--- src/rtl/vmem_leak_engine_if.sv ---
// Request/result handshake bundle for the membrane leak engine.
// master: request producer / result consumer; slave: the engine.
interface vmem_leak_engine_if #(
    parameter int INTEGER_WIDTH   = 32,
    parameter int DATA_WIDTH_FRAC = 32,
    parameter int DATA_WIDTH      = INTEGER_WIDTH + DATA_WIDTH_FRAC,
    parameter int DELTAT_WIDTH    = 4,
    parameter int TAG_WIDTH       = 8
);
    logic                     InValid;
    logic                     InReady;
    logic [INTEGER_WIDTH-1:0] Vrest;
    logic [DATA_WIDTH-1:0]    Vmem;
    logic [DELTAT_WIDTH-1:0]  DeltaT;
    logic [INTEGER_WIDTH-1:0] Taumem;
    logic                     ShiftMode;
    logic [TAG_WIDTH-1:0]     InTag;
    logic                     OutValid;
    logic                     OutReady;
    logic [DATA_WIDTH-1:0]    VmemOut;
    logic [TAG_WIDTH-1:0]     OutTag;
    logic                     DivZero;
    logic                     Sat;

    modport master (
        output InValid, Vrest, Vmem, DeltaT, Taumem,
        output ShiftMode, InTag, OutReady,
        input  InReady, OutValid, VmemOut, OutTag,
        input  DivZero, Sat
    );

    modport slave (
        input  InValid, Vrest, Vmem, DeltaT, Taumem,
        input  ShiftMode, InTag, OutReady,
        output InReady, OutValid, VmemOut, OutTag,
        output DivZero, Sat
    );
endinterface

--- src/rtl/vmem_leak_engine.sv ---
// Membrane leak: Vout = Vmem + ((Vrest - Vmem) * DeltaT) / Taumem.
// Ports: clk_i, rst_i (async, active high), bus (slave handshake bundle).
module vmem_leak_engine #(
    parameter int INTEGER_WIDTH   = 32,
    parameter int DATA_WIDTH_FRAC = 32,
    parameter int DATA_WIDTH      = INTEGER_WIDTH + DATA_WIDTH_FRAC,
    parameter int DELTAT_WIDTH    = 4,
    parameter int TAG_WIDTH       = 8
) (
    input  logic                clk_i,
    input  logic                rst_i,
    vmem_leak_engine_if.slave   bus
);
    localparam int IW = INTEGER_WIDTH;
    localparam int FW = DATA_WIDTH_FRAC;
    localparam int DW = DATA_WIDTH;
    localparam int TW = DELTAT_WIDTH;
    localparam int GW = TAG_WIDTH;
    localparam int SW = $clog2(DW);

    localparam logic [DW-1:0] SMAX = {1'b0, {(DW-1){1'b1}}};
    localparam logic [DW-1:0] SMIN = {1'b1, {(DW-1){1'b0}}};
    localparam logic [SW-1:0] CNT_LAST = SW'(DW - 1);

    typedef enum logic [2:0] {
        IDLE,
        MULT,
        DIV,
        ADD,
        DONE
    } state_t;

    state_t        state_q;
    logic [IW-1:0] vrest_q;
    logic [DW-1:0] vmem_q;
    logic [TW-1:0] dt_q;
    logic [IW-1:0] tau_q;
    logic          mode_q;
    logic [GW-1:0] tag_q;
    logic [DW-1:0] q_q;
    logic          q_neg_q;
    logic [DW-1:0] quo_q;
    logic [DW-1:0] rem_q;
    logic [DW-1:0] dvs_q;
    logic [SW-1:0] cnt_q;
    logic          in_ready_q;
    logic          out_valid_q;
    logic [DW-1:0] vmem_out_q;
    logic [GW-1:0] out_tag_q;
    logic          div_zero_q;
    logic          sat_q;

    logic [DW:0]    v1_wide;
    logic           v1_ovf;
    logic [DW-1:0]  v1_sat;
    logic [DW+TW:0] prod;
    logic [DW-1:0]  m_d;
    logic [SW-1:0]  shamt;
    logic [DW-1:0]  m_shift_d;
    logic [DW-1:0]  m_abs_d;
    logic [IW-1:0]  tau_abs;
    logic [DW-1:0]  dvs_d;
    logic [DW:0]    rem_sh;
    logic [DW:0]    diff;
    logic           no_borrow;
    logic [DW-1:0]  rem_d;
    logic [DW-1:0]  quo_d;
    logic [DW-1:0]  q_div_d;
    logic [DW:0]    sum_wide;
    logic           sum_ovf;
    logic [DW-1:0]  sum_sat_d;
    logic           unused_prod;

    always_comb begin
        // Difference to rest, one guard bit, then clamp.
        v1_wide = {vrest_q[IW-1], vrest_q, {FW{1'b0}}}
                - {vmem_q[DW-1], vmem_q};
        v1_ovf  = v1_wide[DW] ^ v1_wide[DW-1];
        v1_sat  = v1_wide[DW-1:0];
        if (v1_ovf) begin
            v1_sat = v1_wide[DW] ? SMIN : SMAX;
        end

        // DeltaT is a pure fraction: multiply, then drop its TW bits.
        // Operands are widened so the modular product is the signed one.
        prod = {{(TW+1){v1_sat[DW-1]}}, v1_sat}
             * {{(DW+1){1'b0}}, dt_q};
        m_d  = prod[DW+TW-1:TW];

        shamt = tau_q[SW-1:0];
        if (tau_q > IW'(DW - 1)) begin
            shamt = CNT_LAST;
        end
        m_shift_d = $signed(m_d) >>> shamt;

        // Divider works on magnitudes; sign is restored at the end.
        m_abs_d = m_d[DW-1] ? -m_d : m_d;
        tau_abs = tau_q[IW-1] ? -tau_q : tau_q;
        dvs_d   = DW'(tau_abs);

        rem_sh    = {rem_q, quo_q[DW-1]};
        diff      = rem_sh - {1'b0, dvs_q};
        no_borrow = ~diff[DW];
        rem_d     = no_borrow ? diff[DW-1:0] : rem_sh[DW-1:0];
        quo_d     = {quo_q[DW-2:0], no_borrow};
        q_div_d   = q_neg_q ? -quo_d : quo_d;

        sum_wide  = {vmem_q[DW-1], vmem_q} + {q_q[DW-1], q_q};
        sum_ovf   = sum_wide[DW] ^ sum_wide[DW-1];
        sum_sat_d = sum_wide[DW-1:0];
        if (sum_ovf) begin
            sum_sat_d = sum_wide[DW] ? SMIN : SMAX;
        end
    end

    assign unused_prod = ^{prod[DW+TW], prod[TW-1:0]};

    always_ff @(posedge clk_i or posedge rst_i) begin
        if (rst_i) begin
            state_q     <= IDLE;
            vrest_q     <= '0;
            vmem_q      <= '0;
            dt_q        <= '0;
            tau_q       <= '0;
            mode_q      <= 1'b0;
            tag_q       <= '0;
            q_q         <= '0;
            q_neg_q     <= 1'b0;
            quo_q       <= '0;
            rem_q       <= '0;
            dvs_q       <= '0;
            cnt_q       <= '0;
            in_ready_q  <= 1'b1;
            out_valid_q <= 1'b0;
            vmem_out_q  <= '0;
            out_tag_q   <= '0;
            div_zero_q  <= 1'b0;
            sat_q       <= 1'b0;
        end else begin
            unique case (state_q)
                IDLE: begin
                    if (bus.InValid && in_ready_q) begin
                        vrest_q    <= bus.Vrest;
                        vmem_q     <= bus.Vmem;
                        dt_q       <= bus.DeltaT;
                        tau_q      <= bus.Taumem;
                        mode_q     <= bus.ShiftMode;
                        tag_q      <= bus.InTag;
                        div_zero_q <= 1'b0;
                        sat_q      <= 1'b0;
                        in_ready_q <= 1'b0;
                        state_q    <= MULT;
                    end
                end
                MULT: begin
                    sat_q   <= v1_ovf;
                    q_neg_q <= m_d[DW-1] ^ tau_q[IW-1];
                    quo_q   <= m_abs_d;
                    rem_q   <= '0;
                    dvs_q   <= dvs_d;
                    cnt_q   <= '0;
                    if (mode_q) begin
                        q_q     <= m_shift_d;
                        state_q <= ADD;
                    end else if (tau_q == '0) begin
                        q_q        <= '0;
                        div_zero_q <= 1'b1;
                        state_q    <= ADD;
                    end else begin
                        state_q <= DIV;
                    end
                end
                DIV: begin
                    rem_q <= rem_d;
                    quo_q <= quo_d;
                    cnt_q <= cnt_q + 1'b1;
                    if (cnt_q == CNT_LAST) begin
                        q_q     <= q_div_d;
                        state_q <= ADD;
                    end
                end
                ADD: begin
                    vmem_out_q  <= sum_sat_d;
                    sat_q       <= sat_q | sum_ovf;
                    out_tag_q   <= tag_q;
                    out_valid_q <= 1'b1;
                    state_q     <= DONE;
                end
                DONE: begin
                    if (bus.OutReady) begin
                        out_valid_q <= 1'b0;
                        in_ready_q  <= 1'b1;
                        state_q     <= IDLE;
                    end
                end
                default: begin
                    out_valid_q <= 1'b0;
                    in_ready_q  <= 1'b1;
                    state_q     <= IDLE;
                end
            endcase
        end
    end

    assign bus.InReady  = in_ready_q;
    assign bus.OutValid = out_valid_q;
    assign bus.VmemOut  = vmem_out_q;
    assign bus.OutTag   = out_tag_q;
    assign bus.DivZero  = div_zero_q;
    assign bus.Sat      = sat_q;
endmodule

--- src/flat_wrapper.sv ---
// flat-port wrapper written by rule: the top's interface ports become plain ports
module vmem_leak_engine_flat 
#(
    parameter int INTEGER_WIDTH   = 32,
    parameter int DATA_WIDTH_FRAC = 32,
    parameter int DATA_WIDTH      = INTEGER_WIDTH + DATA_WIDTH_FRAC,
    parameter int DELTAT_WIDTH    = 4,
    parameter int TAG_WIDTH       = 8
)
  (clk_i, rst_i, bus_InValid, bus_Vrest, bus_Vmem, bus_DeltaT, bus_Taumem, bus_ShiftMode, bus_InTag, bus_OutReady, bus_InReady, bus_OutValid, bus_VmemOut, bus_OutTag, bus_DivZero, bus_Sat);
  vmem_leak_engine_if #(.INTEGER_WIDTH(INTEGER_WIDTH), .DATA_WIDTH_FRAC(DATA_WIDTH_FRAC), .DATA_WIDTH(DATA_WIDTH), .DELTAT_WIDTH(DELTAT_WIDTH), .TAG_WIDTH(TAG_WIDTH)) bus_i ();
  input  logic clk_i;
  input  logic rst_i;
  input wire logic [$bits(bus_i.InValid)-1:0] bus_InValid;
  input wire logic [$bits(bus_i.Vrest)-1:0] bus_Vrest;
  input wire logic [$bits(bus_i.Vmem)-1:0] bus_Vmem;
  input wire logic [$bits(bus_i.DeltaT)-1:0] bus_DeltaT;
  input wire logic [$bits(bus_i.Taumem)-1:0] bus_Taumem;
  input wire logic [$bits(bus_i.ShiftMode)-1:0] bus_ShiftMode;
  input wire logic [$bits(bus_i.InTag)-1:0] bus_InTag;
  input wire logic [$bits(bus_i.OutReady)-1:0] bus_OutReady;
  output wire logic [$bits(bus_i.InReady)-1:0] bus_InReady;
  output wire logic [$bits(bus_i.OutValid)-1:0] bus_OutValid;
  output wire logic [$bits(bus_i.VmemOut)-1:0] bus_VmemOut;
  output wire logic [$bits(bus_i.OutTag)-1:0] bus_OutTag;
  output wire logic [$bits(bus_i.DivZero)-1:0] bus_DivZero;
  output wire logic [$bits(bus_i.Sat)-1:0] bus_Sat;
  assign bus_i.InValid = bus_InValid;
  assign bus_i.Vrest = bus_Vrest;
  assign bus_i.Vmem = bus_Vmem;
  assign bus_i.DeltaT = bus_DeltaT;
  assign bus_i.Taumem = bus_Taumem;
  assign bus_i.ShiftMode = bus_ShiftMode;
  assign bus_i.InTag = bus_InTag;
  assign bus_i.OutReady = bus_OutReady;
  assign bus_InReady = bus_i.InReady;
  assign bus_OutValid = bus_i.OutValid;
  assign bus_VmemOut = bus_i.VmemOut;
  assign bus_OutTag = bus_i.OutTag;
  assign bus_DivZero = bus_i.DivZero;
  assign bus_Sat = bus_i.Sat;
  vmem_leak_engine #(.INTEGER_WIDTH(INTEGER_WIDTH), .DATA_WIDTH_FRAC(DATA_WIDTH_FRAC), .DATA_WIDTH(DATA_WIDTH), .DELTAT_WIDTH(DELTAT_WIDTH), .TAG_WIDTH(TAG_WIDTH)) u_core (.clk_i(clk_i), .rst_i(rst_i), .bus(bus_i));
endmodule
--- config.mk ---
export PLATFORM = sky130hd
export DESIGN_NAME = vmem_leak_engine_flat
export DESIGN_NICKNAME = d
export VERILOG_FILES = /design/src/rtl/vmem_leak_engine_if.sv /design/src/rtl/vmem_leak_engine.sv /design/src/flat_wrapper.sv
export SDC_FILE = /design/constraint.sdc
export NUM_CORES = 2
export LEC_CHECK = 0
export BUFFER_PORTS_ARGS = -buffer_cell sky130_fd_sc_hd__buf_2
export CORE_ASPECT_RATIO = 1.1
export CORE_MARGIN = 1
export CORE_UTILIZATION = 55
export CTS_CLUSTER_SIZE = 40
export DETAILED_ROUTE_END_ITERATION = 8
export PLACE_DENSITY = 0.83
export SLEW_MARGIN = 15
export SYNTH_ARGS = -nofsm -noshare
export SYNTH_HDL_FRONTEND = slang
export SYNTH_SLANG_ARGS = --single-unit
--- constraint.sdc ---
create_clock -name clk_i -period 17.4 [get_ports clk_i]
set_clock_uncertainty 0.05 [all_clocks]
set_input_delay 0.87 -clock clk_i [delete_from_list [all_inputs] [get_ports clk_i]]
set_output_delay 0.87 -clock clk_i [all_outputs]
set_load 0.01 [all_outputs]
==> impl_metrics.toml <==
[clock_tree]
cts_tree = "yes"
clockBufferDepth = 3
cts-hold-fix-buffers = 0
clock_latency_ns = 0.63
post_cts_buffers = 0
cts_buffers = 49
clockRootBuffer = "clkbuf_16"
htree_levels = 2
cts_sinks = 451
clk_pin_slew_worst_paths_ns = 0.07
cts_resized = 0

[drt]
antenna_left = 0
routed_wl_um = 206500
drt_first_pass_iters = 7
vias = 47952
drt-initial-drc-count = 6520
vias_per_cell = 6.983
drc = 0
wl_per_cell_um = 30.07

[die]
rows = 110
start_util_pct = 55.42
chipWidth_um = 275.7
chipHeight_um = 303.0
core_um2 = 81750
io_pins = 221
die_area_um2 = 83540

[placement]
dp_hpwl_um = 160200
placedCellCount = 6765
place_area_um2 = 47260
routabilityCongestion = 1.112
portBuffers = 220

[setup_path]
crit_path_frequent_cell = "a21oi_1"
endpoint_kind = "register"
slowest_delay_ns = 0.85
slowest_stage = "a21oi_1"
cp-start-kind = "register"
required_ns = 17.84
crit_arrival_ns = 12.83
path_class = "register to register"
critPathBufInv = 4
cp_top_family = "compound AO/OA/AOI/OAI gates"
crit_fanout = 20

[global_route]
overflow = 0
track_usage_pct = 48.27
grt_pass1_vias = 44825
antenna_found_initial = 16
grt_pass1_wl_um = 296600
grt_max_degree = 146

[yosys]
netlist_area_um2 = 45310
synthDistinctLibCells = 106
yosys_warnings = 0
ys_ff_latch = 451
synth_nets = 6211
synthFlopType = "dfrtp_1"
synth_edf_count = 0
netlist_instances = 5737
ys_seq_area_share_pct = 24.91
synthArstFlopShare_pct = 100.0
synth_area_per_cell_um2 = 7.898

[final_layout]
final_area_um2 = 49030
area_growth_pct = 8.215
n_fill_cell = 7376
num-nets-final = 6229
fin_cells = 6867
fin_util_pct = 59.98
drive_above_1_share_pct = 11.16

[timing]
tightest_slew_ns = 1.319
rsz0062_at_grt = "false"
fmax_mhz = 80.71
hold_viol = 0
final-setup-viol-count = 0
setup-tns-final_ns = 0
fin_crit_ns = 12.39
period_share_pct = 71.21
drv_slew = 0
max_slew_margin_pct = 10.94

[min_path]
min_path_type = "input port to async pin"

[run_status]
status = "complete, no violations"

[job]
max_cap_viol_count = 0
[layout make-up]
| type | instances | area, um2 | area share, % |
|---|---|---|---|
| sequential | 451 | 11290 | 23.02 |
| multi-input combinational | 4607 | 31620 | 64.48 |
| inverter | 336 | 1269 | 2.587 |
| tap | 1064 | 1331 | 2.715 |
| clock buffer | 65 | 1398 | 2.850 |
| antenna | 8 | 20.02 | 0.04083 |
| timing repair buffer | 310 | 1809 | 3.690 |
| clock inverter | 26 | 304.0 | 0.6201 |
[worst reg2reg max path, delay by kind of cell, from the launching register on]
family          cells  cell delay [ns]
compound gates     14             5.76
xor+xnor            1             0.21
flops               1             0.38
buf+inv             4             0.57
simple gates        7             2.61
fa+ha+maj           4             1.68
mux                 3             1.00
[per-stage QoR]
stage	hold slack (ns)	setup slack, ns
2_1_floorplan	0.3998	3.911
3_3_place_gp	0.4104	5.700
3_5_place_dp	0.4150	5.617
4_1_cts	0.3801	5.563
5_1_grt	0.4061	4.775
6_report	0.3666	5.010
[metal layers]
layer | GRT usage, % | vias up | wire, um
met5 | 0 | - | 98
met4 | 41.75 | 14 | 21220
met3 | 12.94 | 964 | 23060
met2 | 72.20 | 3291 | 88710
met1 | 57.29 | 23072 | 73410
li1 | - | 20611 | -
[cell usage after synthesis (41+ instances only)]
master | number | area share, %
a211oi_1 | 49 | 0.81
ha_1 | 199 | 5.5
nor4_1 | 48 | 0.66
or3_1 | 59 | 0.81
xor2_1 | 159 | 3.1
clkbuf_1 | 321 | 2.7
nor3_1 | 131 | 1.4
mux2_2 | 134 | 3.3
xnor2_1 | 187 | 3.6
nor2b_1 | 61 | 0.84
a31oi_1 | 67 | 0.93
o211ai_1 | 53 | 0.88
fa_1 | 130 | 5.7
nand3_1 | 108 | 1.2
dfrtp_1 | 450 | 25
mux2i_1 | 61 | 1.3
nand2b_1 | 48 | 0.66
and2_1 | 142 | 2.0
o21ai_0 | 550 | 6.1
a21oi_1 | 372 | 4.1
o21a_1 | 55 | 0.91
and3_1 | 45 | 0.62
o21bai_1 | 41 | 0.68
nand2_1 | 574 | 4.8
o31ai_1 | 62 | 1.0
inv_1 | 335 | 2.8
nand4_1 | 66 | 0.91
nor2_1 | 460 | 3.8
a22oi_1 | 88 | 1.5
a21o_1 | 172 | 2.8
[cell usage in the layout, fill, tap and decap left out, drive strengths merged, types with 46 or more instances in the layout]
cell type and instances:
a211oi 51, a21o 172, a21oi 373, a22oi 88, a31oi 67, and2 144, and3 46, buf 309
clkbuf 66, dfrtp 450, fa 130, ha 199, inv 340, mux2 134, mux2i 61, nand2 575
nand2b 48, nand3 109, nand4 69, nor2 462, nor2b 61, nor3 133, nor4 51, o211ai 55
o21a 55, o21ai 564, o31ai 62, or3 59, xnor2 187, xor2 159
[logic make-up (layout without fill, tap and decap cells)]
family                   Yosys count  count (layout)  share of synthesized area [%]
AND/OR/NAND/NOR                 1885            1885                          20.33
AO/OA/AOI/OAI                   1846            1846                          26.23
buffers and inverters            679             737                          5.650
flip-flops                       451             451                          24.91
XOR/XNOR                         346             346                          6.688
adder cells (fa/ha/maj)          330             330                          11.26
multiplexers                     200             200                          4.926
other                              0               8                              0
[flip-flops by register name, indices dropped and copies added (netlist names), 6 cells and up]
register / count
u_core.tag_q: 8
u_core.bus.VmemOut: 64
u_core.vrest_q: 32
u_core.bus.OutTag: 8
u_core.cnt_q: 6
u_core.vmem_q: 64
u_core.q_q: 64
u_core.dvs_q: 32
u_core.tau_q: 32
u_core.quo_q: 64
u_core.rem_q: 64
[final timing paths]
check,start,endpoint,slack [ns],cells after the start
setup / recovery,u_core.vmem_q[32]$_DFFE_PP0P_,u_core.q_q[50]$_DFFE_PP0P_,5.01,33
hold / removal,rst_i,u_core.bus.OutTag[7]$_DFFE_PP0P_,0.37,2
setup reg to reg,u_core.vmem_q[32]$_DFFE_PP0P_,u_core.q_q[50]$_DFFE_PP0P_,5.01,33
hold reg to reg,u_core.bus.VmemOut[29]$_DFFE_PP0P_,u_core.bus.VmemOut[29]$_DFFE_PP0P_,0.43,2
max in group asynchronous,rst_i,u_core.quo_q[25]$_DFFE_PP0P_,14.76,4
min in group clk_i,bus_Vmem[39],u_core.vmem_q[39]$_DFFE_PP0P_,0.39,3
Power is left out: the tool's default activity adds up to more than one toggle a clock period on the data nets, which glitch-free logic cannot reach.
